==> config.mk <==
export PLATFORM = sky130hd
export DESIGN_NAME = syn_accum
export DESIGN_NICKNAME = d
export VERILOG_FILES = /design/src/rtl/syn_accum_pkg.sv /design/src/rtl/syn_sat_add.sv /design/src/rtl/syn_accum.sv
export SDC_FILE = /design/constraint.sdc
export NUM_CORES = 1
export LEC_CHECK = 0
export CAP_MARGIN = 5
export CELL_PAD_IN_SITES_DETAIL_PLACEMENT = 1
export CELL_PAD_IN_SITES_GLOBAL_PLACEMENT = 1
export CORE_MARGIN = 5
export CORE_UTILIZATION = 45
export DETAILED_ROUTE_END_ITERATION = 6
export MAX_ROUTING_LAYER = met4
export PLACE_DENSITY = 0.82
export RECOVER_POWER = 100
export SKIP_CTS_REPAIR_TIMING = 1
export SYNTH_ARGS = -nofsm -noshare
export SYNTH_HDL_FRONTEND = slang
export SYNTH_HIERARCHICAL = 1
export SYNTH_SLANG_ARGS = --single-unit
==> constraint.sdc <==
create_clock -name clk -period 6.6 [get_ports clk]
set_input_delay 1.65 -clock clk [delete_from_list [all_inputs] [get_ports clk]]
set_output_delay 1.65 -clock clk [all_outputs]
set_load 0.005 [all_outputs]
==> src/rtl/syn_accum_pkg.sv <==
// syn_accum_pkg
//   Shared definitions for the synaptic integration stage and the LIF neuron
//   stage that consumes its output.
//   - state_t : FSM encoding for syn_accum (legacy encodings kept explicit).
//   - sat_max / sat_min : bounds of a signed v_size-bit saturating value.
package syn_accum_pkg;

    typedef enum logic [1:0] {
        ST_IDLE  = 2'd0,
        ST_ACCUM = 2'd1,
        ST_DONE  = 2'd2
    } state_t;

    function automatic int sat_max(input int v_size);
        return (1 << (v_size - 1)) - 1;
    endfunction

    function automatic int sat_min(input int v_size);
        return -(1 << (v_size - 1));
    endfunction

endpackage

==> src/rtl/syn_sat_add.sv <==
// syn_sat_add
//   Combinational V_SIZE-bit signed saturating adder.
//   Ports:
//     a, b : signed operands
//     sum  : a + b clipped to [sat_min, sat_max]
//   Overflow is detected from operand signs: two non-negative operands giving
//   a negative raw result clip to max, two negative operands giving a
//   non-negative raw result clip to min.
module syn_sat_add
    import syn_accum_pkg::*;
#(
    parameter int V_SIZE = 4
) (
    input  logic signed [V_SIZE-1:0] a,
    input  logic signed [V_SIZE-1:0] b,
    output logic signed [V_SIZE-1:0] sum
);

    localparam logic signed [V_SIZE-1:0] SAT_MAX = V_SIZE'(sat_max(V_SIZE));
    localparam logic signed [V_SIZE-1:0] SAT_MIN = V_SIZE'(sat_min(V_SIZE));

    logic signed [V_SIZE-1:0] raw;

    always_comb begin
        raw = a + b;
        sum = raw;
        if (!a[V_SIZE-1] && !b[V_SIZE-1] && raw[V_SIZE-1]) begin
            sum = SAT_MAX;
        end else if (a[V_SIZE-1] && b[V_SIZE-1] && !raw[V_SIZE-1]) begin
            sum = SAT_MIN;
        end
    end

endmodule

==> src/rtl/syn_accum.sv <==
// syn_accum
//   Serial synaptic integration: one synapse per cycle, saturating after every
//   add in ascending index order, result handed to the LIF neuron stage.
//   Ports:
//     clk, rst   : clock, synchronous active-high reset
//     spikes_in  : presynaptic vector, latched when start & ready
//     start      : request to integrate spikes_in
//     ready      : high in IDLE; start accepted only then
//     w_we, w_addr, w_data : weight register file write port (any state)
//     sum_out    : signed saturated sum, held until the next result
//     sum_valid  : one-cycle pulse when sum_out is updated
//   Build option SYN_SKIP_EN: visit only the set bits of the latched vector
//   through a priority encoder (latency popcount+1); otherwise every index is
//   visited (latency N_IN+1). The numeric result is identical.
module syn_accum
    import syn_accum_pkg::*;
#(
    parameter int N_IN   = 8,
    parameter int V_SIZE = 4,
    parameter int W_SIZE = 4,
    localparam int AW    = $clog2(N_IN)
) (
    input  logic                     clk,
    input  logic                     rst,
    input  logic [N_IN-1:0]          spikes_in,
    input  logic                     start,
    output logic                     ready,
    input  logic                     w_we,
    input  logic [AW-1:0]            w_addr,
    input  logic [W_SIZE-1:0]        w_data,
    output logic signed [V_SIZE-1:0] sum_out,
    output logic                     sum_valid
);

    state_t                   state_q, state_d;
    logic signed [V_SIZE-1:0] acc_q, acc_d;
    logic signed [V_SIZE-1:0] sum_q, sum_d;
    logic                     sum_valid_q, sum_valid_d;
    logic signed [W_SIZE-1:0] w_q [N_IN];
    logic signed [W_SIZE-1:0] w_d [N_IN];

    logic [AW-1:0]            rd_idx;
    logic                     rd_active;
    logic signed [V_SIZE-1:0] w_ext;
    logic signed [V_SIZE-1:0] add_out;

`ifdef SYN_SKIP_EN
    logic [N_IN-1:0] mask_q, mask_d;

    // Lowest remaining set bit; descending scan so the lowest index wins.
    always_comb begin
        rd_idx = '0;
        for (int unsigned i = N_IN; i > 0; i--) begin
            if (mask_q[i-1]) rd_idx = AW'(i - 1);
        end
    end

    assign rd_active = 1'b1;
`else
    logic [N_IN-1:0] spk_q, spk_d;
    logic [AW-1:0]   idx_q, idx_d;

    assign rd_idx    = idx_q;
    assign rd_active = spk_q[idx_q];
`endif

    // Reads use the registered file, so a same-cycle write sees the old value.
    assign w_ext = V_SIZE'(w_q[rd_idx]);

    syn_sat_add #(.V_SIZE(V_SIZE)) u_sat_add (
        .a   (acc_q),
        .b   (w_ext),
        .sum (add_out)
    );

    always_comb begin
        w_d = w_q;
        if (w_we) w_d[w_addr] = w_data;
    end

    always_comb begin
        state_d     = state_q;
        acc_d       = acc_q;
        sum_d       = sum_q;
        sum_valid_d = 1'b0;
`ifdef SYN_SKIP_EN
        mask_d      = mask_q;
`else
        spk_d       = spk_q;
        idx_d       = idx_q;
`endif
        case (state_q)
            ST_IDLE: begin
                if (start) begin
                    acc_d = '0;
`ifdef SYN_SKIP_EN
                    mask_d  = spikes_in;
                    state_d = (spikes_in == '0) ? ST_DONE : ST_ACCUM;
`else
                    spk_d   = spikes_in;
                    idx_d   = '0;
                    state_d = ST_ACCUM;
`endif
                end
            end
            ST_ACCUM: begin
                if (rd_active) acc_d = add_out;
`ifdef SYN_SKIP_EN
                mask_d = mask_q & ~(N_IN'(1) << rd_idx);
                if (mask_d == '0) state_d = ST_DONE;
`else
                if (idx_q == AW'(N_IN - 1)) state_d = ST_DONE;
                else                        idx_d   = idx_q + 1'b1;
`endif
            end
            ST_DONE: state_d = ST_IDLE;
            default: state_d = ST_IDLE;
        endcase
        // Result registers load on entry to DONE so sum_out and sum_valid
        // are both visible during the DONE cycle.
        if (state_d == ST_DONE) begin
            sum_d       = acc_d;
            sum_valid_d = 1'b1;
        end
    end

    always_ff @(posedge clk) begin
        if (rst) begin
            state_q     <= ST_IDLE;
            acc_q       <= '0;
            sum_q       <= '0;
            sum_valid_q <= 1'b0;
            for (int unsigned i = 0; i < N_IN; i++) w_q[i] <= '0;
`ifdef SYN_SKIP_EN
            mask_q      <= '0;
`else
            spk_q       <= '0;
            idx_q       <= '0;
`endif
        end else begin
            state_q     <= state_d;
            acc_q       <= acc_d;
            sum_q       <= sum_d;
            sum_valid_q <= sum_valid_d;
            w_q         <= w_d;
`ifdef SYN_SKIP_EN
            mask_q      <= mask_d;
`else
            spk_q       <= spk_d;
            idx_q       <= idx_d;
`endif
        end
    end

    assign ready     = (state_q == ST_IDLE);
    assign sum_out   = sum_q;
    assign sum_valid = sum_valid_q;

endmodule
[Yosys cells after proc, flatten, opt, wreduce, memory -nomap -nowiden]
Cells that the tools add are included.
Widths: inputs -> output; s select.
Operators by class
  multipliers: 0
  reductions and logical operators: 12
  $lt $le $gt $ge: 4
  bitwise gates (word level): 2
  add/sub/neg operators: 2
  muxes and demuxes: 20
  divide/modulo/power cells: 0
  equal/unequal tests: 5
  shift-type cells: 0
Operators by type and width (count)
  $bwmux 32: 1
  $mux 4: 7
  $bmux 4 s3: 1
  $demux 4 s3: 1
  $ge 4x4->1 const B: 2
  $not 3->4: 2
  $pmux 4 s2: 1
  $mux 3: 2
  $pmux 3 s2: 1
  $logic_and 1x1->1: 5
  $add 4x4->4: 1
  $lt 3x4->1 const B: 1
  $lt 4x1->1 const B: 1
  $mux 2: 2
  $ne 2x2->1 const B: 2
  $pmux 2 s2: 1
  $add 3x1->3 const B: 1
  $bmux 1 s3: 1
  $eq 3x3->1 const B: 1
  $logic_not 1->1: 3
  $reduce_and 3->1: 1
  $eq 2x1->1 const B: 1
  $eq 2x2->1 const B: 1
  $logic_not 2->1: 1
  3 further kinds: 4
Storage, ports and cells
  logic and storage cells: 59
  memory bits (read-only): 0
  memory bits (writable): 0
  flip-flop bits (word level): 54
  output and inout bits: 6
  input port bits: 19
  latch bits: 0
  memories: 0

[Logic depth before layout (Yosys ltp)]
Gate-level depths: netlist of the first run.
  word-level depth: 11
  mapped depth: 12
  depth with buffers taken out: 10

[Hierarchy]
Netlist of the first run, hierarchy kept.
By module, submodules not included
  syn_accum: times used 1, area each 2409.8 sq um, cells an instance 230, seq. area each 1081.0 sq um
  syn_sat_add: times used 1, area each 175.2 sq um, cells an instance 21, seq. area each 0.0 sq um

[Worst setup path after synthesis of the first run]
No wires, ideal clock.
  path type: flip-flop to flip-flop
  start point: reg idx_q[0]
  end point: reg sum_q[2], in the netlist sum_out[2]
  path buffers: 2
  required time: 6.467 ns
  slack: 3.640 ns
  stages on the path, launching flop included: 13
  arrival: 2.827 ns
  setup time: 0.133 ns
  period minus slack after synthesis: 2.960 ns
  cell sequence: dfxtp_1 -> buf_6 -> buf_8 -> mux4_1 -> mux2_2 -> ha_1 -> a21o_1 -> a21o_1 -> fa_1 -> nor2b_1 -> o21ai_1 -> nand2_1 -> a31oi_1
On the way
  cells in the longest elaborated chain, start to end: 11
  elaborated cells on any way between the ends: 21
  those cells by class: add/sub: 1; eq/ne: 2; mux: 11; bitwise: 1; reduce/logical: 6
Ends and longest elaborated chain
  start, declared: line syn_accum.sv:61  | logic [AW-1:0] idx_q, idx_d;
  start signal, assigned: line syn_accum.sv:150  | idx_q <= idx_d;
  $not 3->4 (implied by the code) (*): line syn_accum.sv:68  | assign w_ext = V_SIZE'(w_q[rd_idx]);
  $bmux 4 s3 (*): line syn_accum.sv:68
  $mux 4 (implied by the code) (*) (2 in a row): line syn_accum.sv:68
  net w_ext[1]: line syn_accum.sv:44  | logic signed [V_SIZE-1:0] w_ext;
  $add 4x4->4 (*): line syn_sat_add.sv:25  | raw = a + b;
  $logic_not 1->1: line syn_sat_add.sv:29  | end else if (a[V_SIZE-1] && b[V_SIZE-1] && !raw[V_SIZE-1]) begin
  $logic_and 1x1->1: line syn_sat_add.sv:29
  $mux 4: line syn_sat_add.sv:29
  $mux 4 (*): line syn_sat_add.sv:27  | if (!a[V_SIZE-1] && !b[V_SIZE-1] && raw[V_SIZE-1]) begin
  net add_out[2]: line syn_accum.sv:45  | logic signed [V_SIZE-1:0] add_out;
  $mux 4 (*): line syn_accum.sv:107  | if (rd_active) acc_d = add_out;
  $pmux 4 s2 (*): line syn_accum.sv:92  | case (state_q)
  end signal, assigned: line syn_accum.sv:143  | sum_q <= sum_d;
  end, declared: line syn_accum.sv:37  | logic signed [V_SIZE-1:0] sum_q, sum_d;
The timed path passes the listed nets; every way through them passes the cells marked *. The select of a mux whose other input is x is not followed.
A chain may end at the register's enable or synchronous reset.

==> results of run 1 <==
report_power, final:
| part | leakage (uW) | switching (uW) | internal [uW] |
|---|---|---|---|
| registers | 0.000438 | 8.06 | 334 |
| logic | 0.000782 | 28.6 | 29.8 |
| clock network | 0.0000362 | 110 | 72.7 |
| total | 0.00126 | 147 | 437 |
kinds of logic (layout without fill, tap and decap cells):
family	after synthesis	in the layout	synth area share
simple gates	76	76	0.141
mux	56	56	0.269
flops	54	54	0.418
compound gates	31	31	0.0755
buf+inv	24	37	0.0436
fa+ha+maj	9	9	0.0494
xor+xnor	1	1	0.00339
final cells by class:
| class | count | area, um^2 | share of cell area |
|---|---|---|---|
| multi-input combinational | 173 | 1390 | 0.478 |
| sequential | 54 | 1080 | 0.372 |
| timing repair buffer | 25 | 244 | 0.0839 |
| tap | 72 | 90.1 | 0.0310 |
| clock buffer | 5 | 68.8 | 0.0237 |
| inverter | 5 | 18.8 | 0.00645 |
| clock inverter | 2 | 15.0 | 0.00516 |
sequential cells by signal (all words and copies together) (netlist names):
signal / flops
spk_q: 8
w_q: 32
idx_q: 3
acc_q: 4
state_q: 2
sum_valid: 1
sum_out: 4
Yosys cell counts (2+ instances only):
cell type   n
nor3_1      3
a31oi_1     5
a21oi_1     7
ha_1        7
clkbuf_1   14
o21ai_0     6
a22oi_1     2
a21o_1      2
nor2_1     49
mux2_2      4
buf_2       3
nor3b_2     2
mux4_1      8
fa_1        2
mux2i_1    44
a2bb2oi_1   2
inv_1       5
nor3_2      2
nor2b_1     2
nand4b_1    3
nand2_1     7
o21bai_1    5
dfxtp_1    54
nor3b_1     2
per-layer routing:
metal,vias up,wire [um]
li1,918,-
met5,-,0
met3,5,192
met4,0,53
met1,893,2580
met2,25,2730
per-stage QoR:
step	instance area [um^2]	util	hold slack, ns	cells	total power [uW]
4_1_cts	2910	0.526	0.503	336	589
3_5_place_dp	2830	0.511	0.481	329	409
3_3_place_gp	2830	0.511	0.466	329	406
2_1_floorplan	2580	-	0.451	251	389
5_1_grt	2910	0.525	0.525	336	611
6_report	2910	0.525	0.496	336	583
critical path, stage by stage:
cell and delay, ns:
dlygate4sd3_1 0.53, clkbuf_1 1.66, o21bai_1 0.29, a31oi_1 0.05
worst max path at each step:
stage / startpoint / to / slack, ns / depth (start not counted)
2_1_floorplan: idx_q[0]$_SDFFE_PP0P_ / sum_out[2]$_SDFFE_PP0N_ / 3.64 / 12
3_3_place_gp: idx_q[0]$_SDFFE_PP0P_ / sum_out[2]$_SDFFE_PP0N_ / 3.22 / 10
3_5_place_dp: idx_q[0]$_SDFFE_PP0P_ / sum_out[2]$_SDFFE_PP0N_ / 3.15 / 10
4_1_cts: idx_q[0]$_SDFFE_PP0P_ / sum_out[2]$_SDFFE_PP0N_ / 3.13 / 10
5_1_grt: rst / sum_out[3]$_SDFFE_PP0N_ / 2.38 / 4
6_report: rst / sum_out[3]$_SDFFE_PP0N_ / 2.59 / 4
==> key figures, run 1 <==
Synthesis
  – Number of enable flip-flop cells after synthesis: 0
  – Top cells by area, synth: dfxtp_1 (42%), mux2i_1 (17%), mux4_1 (8.1%)
  – Ys flop type: dfxtp_1
  – Top cell type's share of synthesized area: 0.418
  – Synthesized cell area: 2580 um^2
  – Post-synth top area cell: dfxtp_1
  – Syn_nets: 279
  – Sequential share of the synthesized area: 0.418
  – Async set or reset register ratio after synthesis: 0
  – Cell variety after synth: 35
  – Syn. warnings: 6
  – Syn Area/Cell: 10.3 um^2
  – Gate Count Post-Synth: 251
  – Flops & latches, synth: 54

Clock tree
  – CTS HTree Levels: 2
  – Clock slew at the register clock pins of the worst setup and hold paths: 0.10 ns
  – Clock buffer depth: 2
  – CTS tree: built
  – Root Buffer: clkbuf_8
  – Clock sink count: 54
  – Cts bufs inserted: 5
  – Clk Latency, worst-skew pair: 0.31 ns

Floorplan
  – Core Region: 5540 um^2
  – Starting density of the core: 0.467
  – Die area: 7360 um^2
  – Row Count: 27
  – Die Span X: 85.8 um
  – Die Ht: 85.8 um
  – Ports: 25

Worst setup path
  – RR Startpoint: idx_q[0]$_SDFFE_PP0P_
  – Max FO, Critical Path: 54
  – CP required: 6.78 ns
  – Crit Path Class: in2reg
  – Worst r2r dst: acc_q[2]$_SDFF_PP0_
  – Worst EP arrival: 4.19 ns
  – Startpoint types: primary input
  – Critical Path End Type: flip-flop
  – Worst r2r path cells: 10
  – Internal reg-to-reg setup slack: 3.04 ns

Global routing
  – Vias in the first global route: 1918
  – Antenna violations before repair: 0
  – Total track usage: 0.167
  – Largest net degree at the start of global routing: 55
  – Most used routing layer: met2
  – Grt met1 use: 0.208
  – GR Util met3: 0.0336
  – Met2 usage: 0.276
  – First-pass GRT wire length: 9470 um
  – Congestion Overflow GR: 0

Detailed routing
  – Total number of vias: 1841
  – Per-cell routed wire length: 16.5 um
  – Initial DRC count: 92
  – Final wirelength: 5550 um
  – Post-route ant nets: 0
  – Avg Vias per Cell: 5.48
  – First-pass detailed-route iteration total: 4
  – DR DRC count: 0

Timing
  – Final setup margin: 2.59 ns
  – Tightest Pin Transition: 2.33 ns
  – # setup viols final: 0
  – Highest clock rate: 249 MHz
  – Layout Skew: 0.00495 ns
  – Number of slew-limit violations in the final report: 55
  – RSZ-0062 raised after global routing: false
  – Final worst-path cycle share: 0.608
  – Clock period minus worst slack: 4.01 ns
  – Slew margin rel.: -0.555
  – Setup tns final: 0 ns
  – Final Hold Fails: 0

Hold path
  – Worst Hold Class: reg2reg
  – Hold path start: w_q[15]$_SDFFE_PP0P_
  – Hold path depth: 2
  – Worst hold path endpoint: w_q[15]$_SDFFE_PP0P_

Placed design
  – Pre-CTS setup slack: 3.15 ns
  – Global placement routability congestion: 0.808
  – I/O Buffers: 24
  – DPL Wire Length: 3960 um

Final layout
  – N_diodes: 0
  – Most frequent cells in the layout: dfxtp_1 (54), nor2_1 (49), mux2i_1 (44)
  – Nets@finish: 292
  – Share of cells above drive strength 1: 0.0568
  – Fillers: 623
  – Most common cell after layout, fill and taps aside: dfxtp_1
  – Syn-to-layout area delta: 12.5%

Run
  – Max_cap viols: 1

Outcome
  – Outcome: complete, but fails checks
  – Failing checks: capacitance limit, slew limit

Power
  – PwrDens: 201 nW/um^2
  – Peak supply drop: 145 uV
  – Lkg Pwr: 0.00126 uW
(Power assumes the default switching activity.)
==> run 2: changes to the inputs <==
--- a/config.mk
+++ b/config.mk
@@ -9,10 +9,10 @@
 export CELL_PAD_IN_SITES_DETAIL_PLACEMENT = 1
 export CELL_PAD_IN_SITES_GLOBAL_PLACEMENT = 1
 export CORE_MARGIN = 5
-export CORE_UTILIZATION = 45
+export CORE_UTILIZATION = 44
 export DETAILED_ROUTE_END_ITERATION = 6
 export MAX_ROUTING_LAYER = met4
-export PLACE_DENSITY = 0.82
+export PLACE_DENSITY = 0.8
 export RECOVER_POWER = 100
 export SKIP_CTS_REPAIR_TIMING = 1
 export SYNTH_ARGS = -nofsm -noshare
==> constraint.sdc (replaced) <==
create_clock -name clk -period 3.9 [get_ports clk]
set_input_delay 0.975 -clock clk [delete_from_list [all_inputs] [get_ports clk]]
set_output_delay 0.975 -clock clk [all_outputs]
set_load 0.005 [all_outputs]
==> run 2 against run 1 <==
Effect of this change: the run still ends with capacitance limit, slew limit left; combinational power is 75% higher; worst setup slack worse by 2.0 ns; via count is 1.1% higher; clock power is 71% higher; cell count is 1.2% higher; non-clock buffer count is 2 higher; flip-flop and latch count stayed put; critical endpoint is now sum_out[2]$_SDFFE_PP0N_; largest power group unchanged.
==> key figures, run 2 (synthesis results as in run 1) <==
Outcome
  – Outcome: complete, but fails checks
  – Failing checks: capacitance limit, slew limit

Timing
  – Final worst-path cycle share: 0.849
  – Setup tns final: 0 ns (unchanged)
  – Hold slack: 0.501 ns (+0.00496 ns)
  – Final Hold Fails: 0 (unchanged)
  – Highest clock rate: 302 MHz
  – Tightest Pin Transition: 1.65 ns (-0.679 ns)
  – RSZ-0062 raised after global routing: false
  – # setup viols final: 0 (unchanged)
  – Number of slew-limit violations in the final report: 38 (-31%)
  – Layout Skew: 0.00541 ns (+0.000458 ns)
  – Slew margin rel.: -0.103 (+0.453)
  – Clock period minus worst slack: 3.31 ns

Clock tree
  – Clk Latency, worst-skew pair: 0.31 ns (about the same)
  – Clock slew at the register clock pins of the worst setup and hold paths: 0.09 ns (about the same)
  – Root Buffer: clkbuf_8
  – Clock sink count: 54 (unchanged)
  – CTS tree: built
  – CTS HTree Levels: 2 (unchanged)
  – Clock buffer depth: 2 (unchanged)
  – Cts bufs inserted: 5 (unchanged)

Detailed routing
  – Total number of vias: 1861 (+1.1%)
  – Final wirelength: 5620 um (+1.2%)
  – First-pass detailed-route iteration total: 4 (unchanged)
  – Per-cell routed wire length: 16.5 um (about the same)
  – Initial DRC count: 41 (-55%)
  – Post-route ant nets: 0 (unchanged)
  – DR DRC count: 0 (unchanged)
  – Avg Vias per Cell: 5.47 (-0.10%)

Final layout
  – Nets@finish: 294 (+0.68%)
  – N_diodes: 0 (unchanged)
  – Top reg by flops: w_q
  – Syn-to-layout area delta: 13.2%
  – Share of cells above drive strength 1: 0.0566 (-0.000214)
  – Max FFs per register: 32 (unchanged)
  – Most common cell after layout, fill and taps aside: dfxtp_1
  – Fillers: 658 (+5.6%)
  – Biggest regs: w_q x32, spk_q x8
  – Post-layout util: 0.503 (-0.0218)
  – Most frequent cells in the layout: dfxtp_1 (54), nor2_1 (49), mux2i_1 (44)

Worst setup path
  – Internal reg-to-reg setup slack: 0.59 ns (-2.45 ns)
  – Worst EP arrival: 3.55 ns (-0.64 ns)
  – Startpoint types: flip-flop
  – RR Startpoint: idx_q[0]$_SDFFE_PP0P_
  – Critical Path End Type: flip-flop
  – Crit Path Class: reg2reg
  – Start point of the critical path: idx_q[0]$_SDFFE_PP0P_
  – Worst r2r path cells: 10 (unchanged)
  – Worst r2r dst: sum_out[2]$_SDFFE_PP0N_
  – CP required: 4.14 ns (-2.64 ns)
  – Max FO, Critical Path: 9 (-83%)
  – Critical Path End: sum_out[2]$_SDFFE_PP0N_

Hold path
  – Worst Hold Class: reg2reg

Global routing
  – Largest net degree at the start of global routing: 38 (-31%)
  – Total track usage: 0.166 (-0.000889)
  – Vias in the first global route: 1907 (-0.57%)
  – Antenna violations before repair: 0 (unchanged)
  – Congestion Overflow GR: 0 (unchanged)
  – First-pass GRT wire length: 9400 um (-0.80%)

Placed design
  – Global placement routability congestion: 0.786 (-2.8%)
  – DPL Wire Length: 4020 um (+1.6%)
  – I/O Buffers: 24 (unchanged)

Power
  – Lkg Pwr: 0.00127 uW (+1.4%)
  – Peak supply drop: 188 uV (+30%)
  – PwrDens: 339 nW/um^2 (+69%)

Floorplan
  – Die Span X: 86.7 um (+1.0%)
  – Row Count: 28 (+3.7%)
  – Core Region: 5820 um^2 (+5.0%)
  – Die Ht: 86.7 um (+1.0%)
  – Ports: 25 (unchanged)
  – Starting density of the core: 0.444 (-0.0221)
  – Die area: 7510 um^2 (+2.0%)

Run
  – Max_cap viols: 1 (unchanged)
## run 2: worst min-delay path by stage
stage | slack [ns] | startpoint | endpoint | depth (start not counted)
floorplan | 0.45 | w_q[24]$_SDFFE_PP0P_ | w_q[24]$_SDFFE_PP0P_ | 2
global placement | 0.47 | w_q[9]$_SDFFE_PP0P_ | w_q[9]$_SDFFE_PP0P_ | 2
detailed placement | 0.48 | w_q[16]$_SDFFE_PP0P_ | w_q[16]$_SDFFE_PP0P_ | 2
CTS | 0.50 | w_q[16]$_SDFFE_PP0P_ | w_q[16]$_SDFFE_PP0P_ | 2
global route | 0.53 | w_q[21]$_SDFFE_PP0P_ | w_q[21]$_SDFFE_PP0P_ | 2
finish | 0.50 | w_q[16]$_SDFFE_PP0P_ | w_q[16]$_SDFFE_PP0P_ | 2
## run 2: layout make-up
class,instances,area (um^2),share of cell area
multi-input cells,173,1390,0.475
flip-flops and latches,54,1080,0.369
repair buffers,27,259,0.0885
well taps,75,93.8,0.0321
clock buffers,6,82.6,0.0282
inverters,5,18.8,0.00641
## run 2: power breakdown
group	total [uW]	switching, uW	internal (uW)
Clock	313	175	138
Sequential	576	11.0	565
Combinational	102	51.0	51.0
Total	991	237	754
## run 2: worst max-delay path, stage by stage, from the launching register on
cell and delay, ns:
dfxtp_1 0.64, mux4_1 0.62, mux2_1 0.37, ha_1 0.30, a21o_1 0.15, a21o_1 0.18, fa_1 0.54, nor2b_1 0.07
o21ai_0 0.16, nand2_1 0.09, a31oi_1 0.12
## run 2: per-layer routing
metal | vias up | GRT usage | part of all wire
li1 | 909 | - | -
met1 | 907 | 0.206 | 0.45
met2 | 38 | 0.277 | 0.49
met3 | 7 | 0.0323 | 0.047
met4 | 0 | 0.0425 | 0.0094
met5 | - | - | 0
## run 2: per-stage QoR
| stage | setup slack [ns] | area [um^2] | instances | power, uW |
|---|---|---|---|---|
| final | 0.588 | 2930 | 340 | 991 |
| after global routing | 0.354 | 2930 | 340 | 1040 |
| after CTS | 0.658 | 2940 | 340 | 1010 |
| after detailed placement | 0.673 | 2860 | 334 | 695 |
| after global placement | 0.796 | 2860 | 334 | 691 |
| after floorplan | 0.940 | 2580 | 251 | 658 |
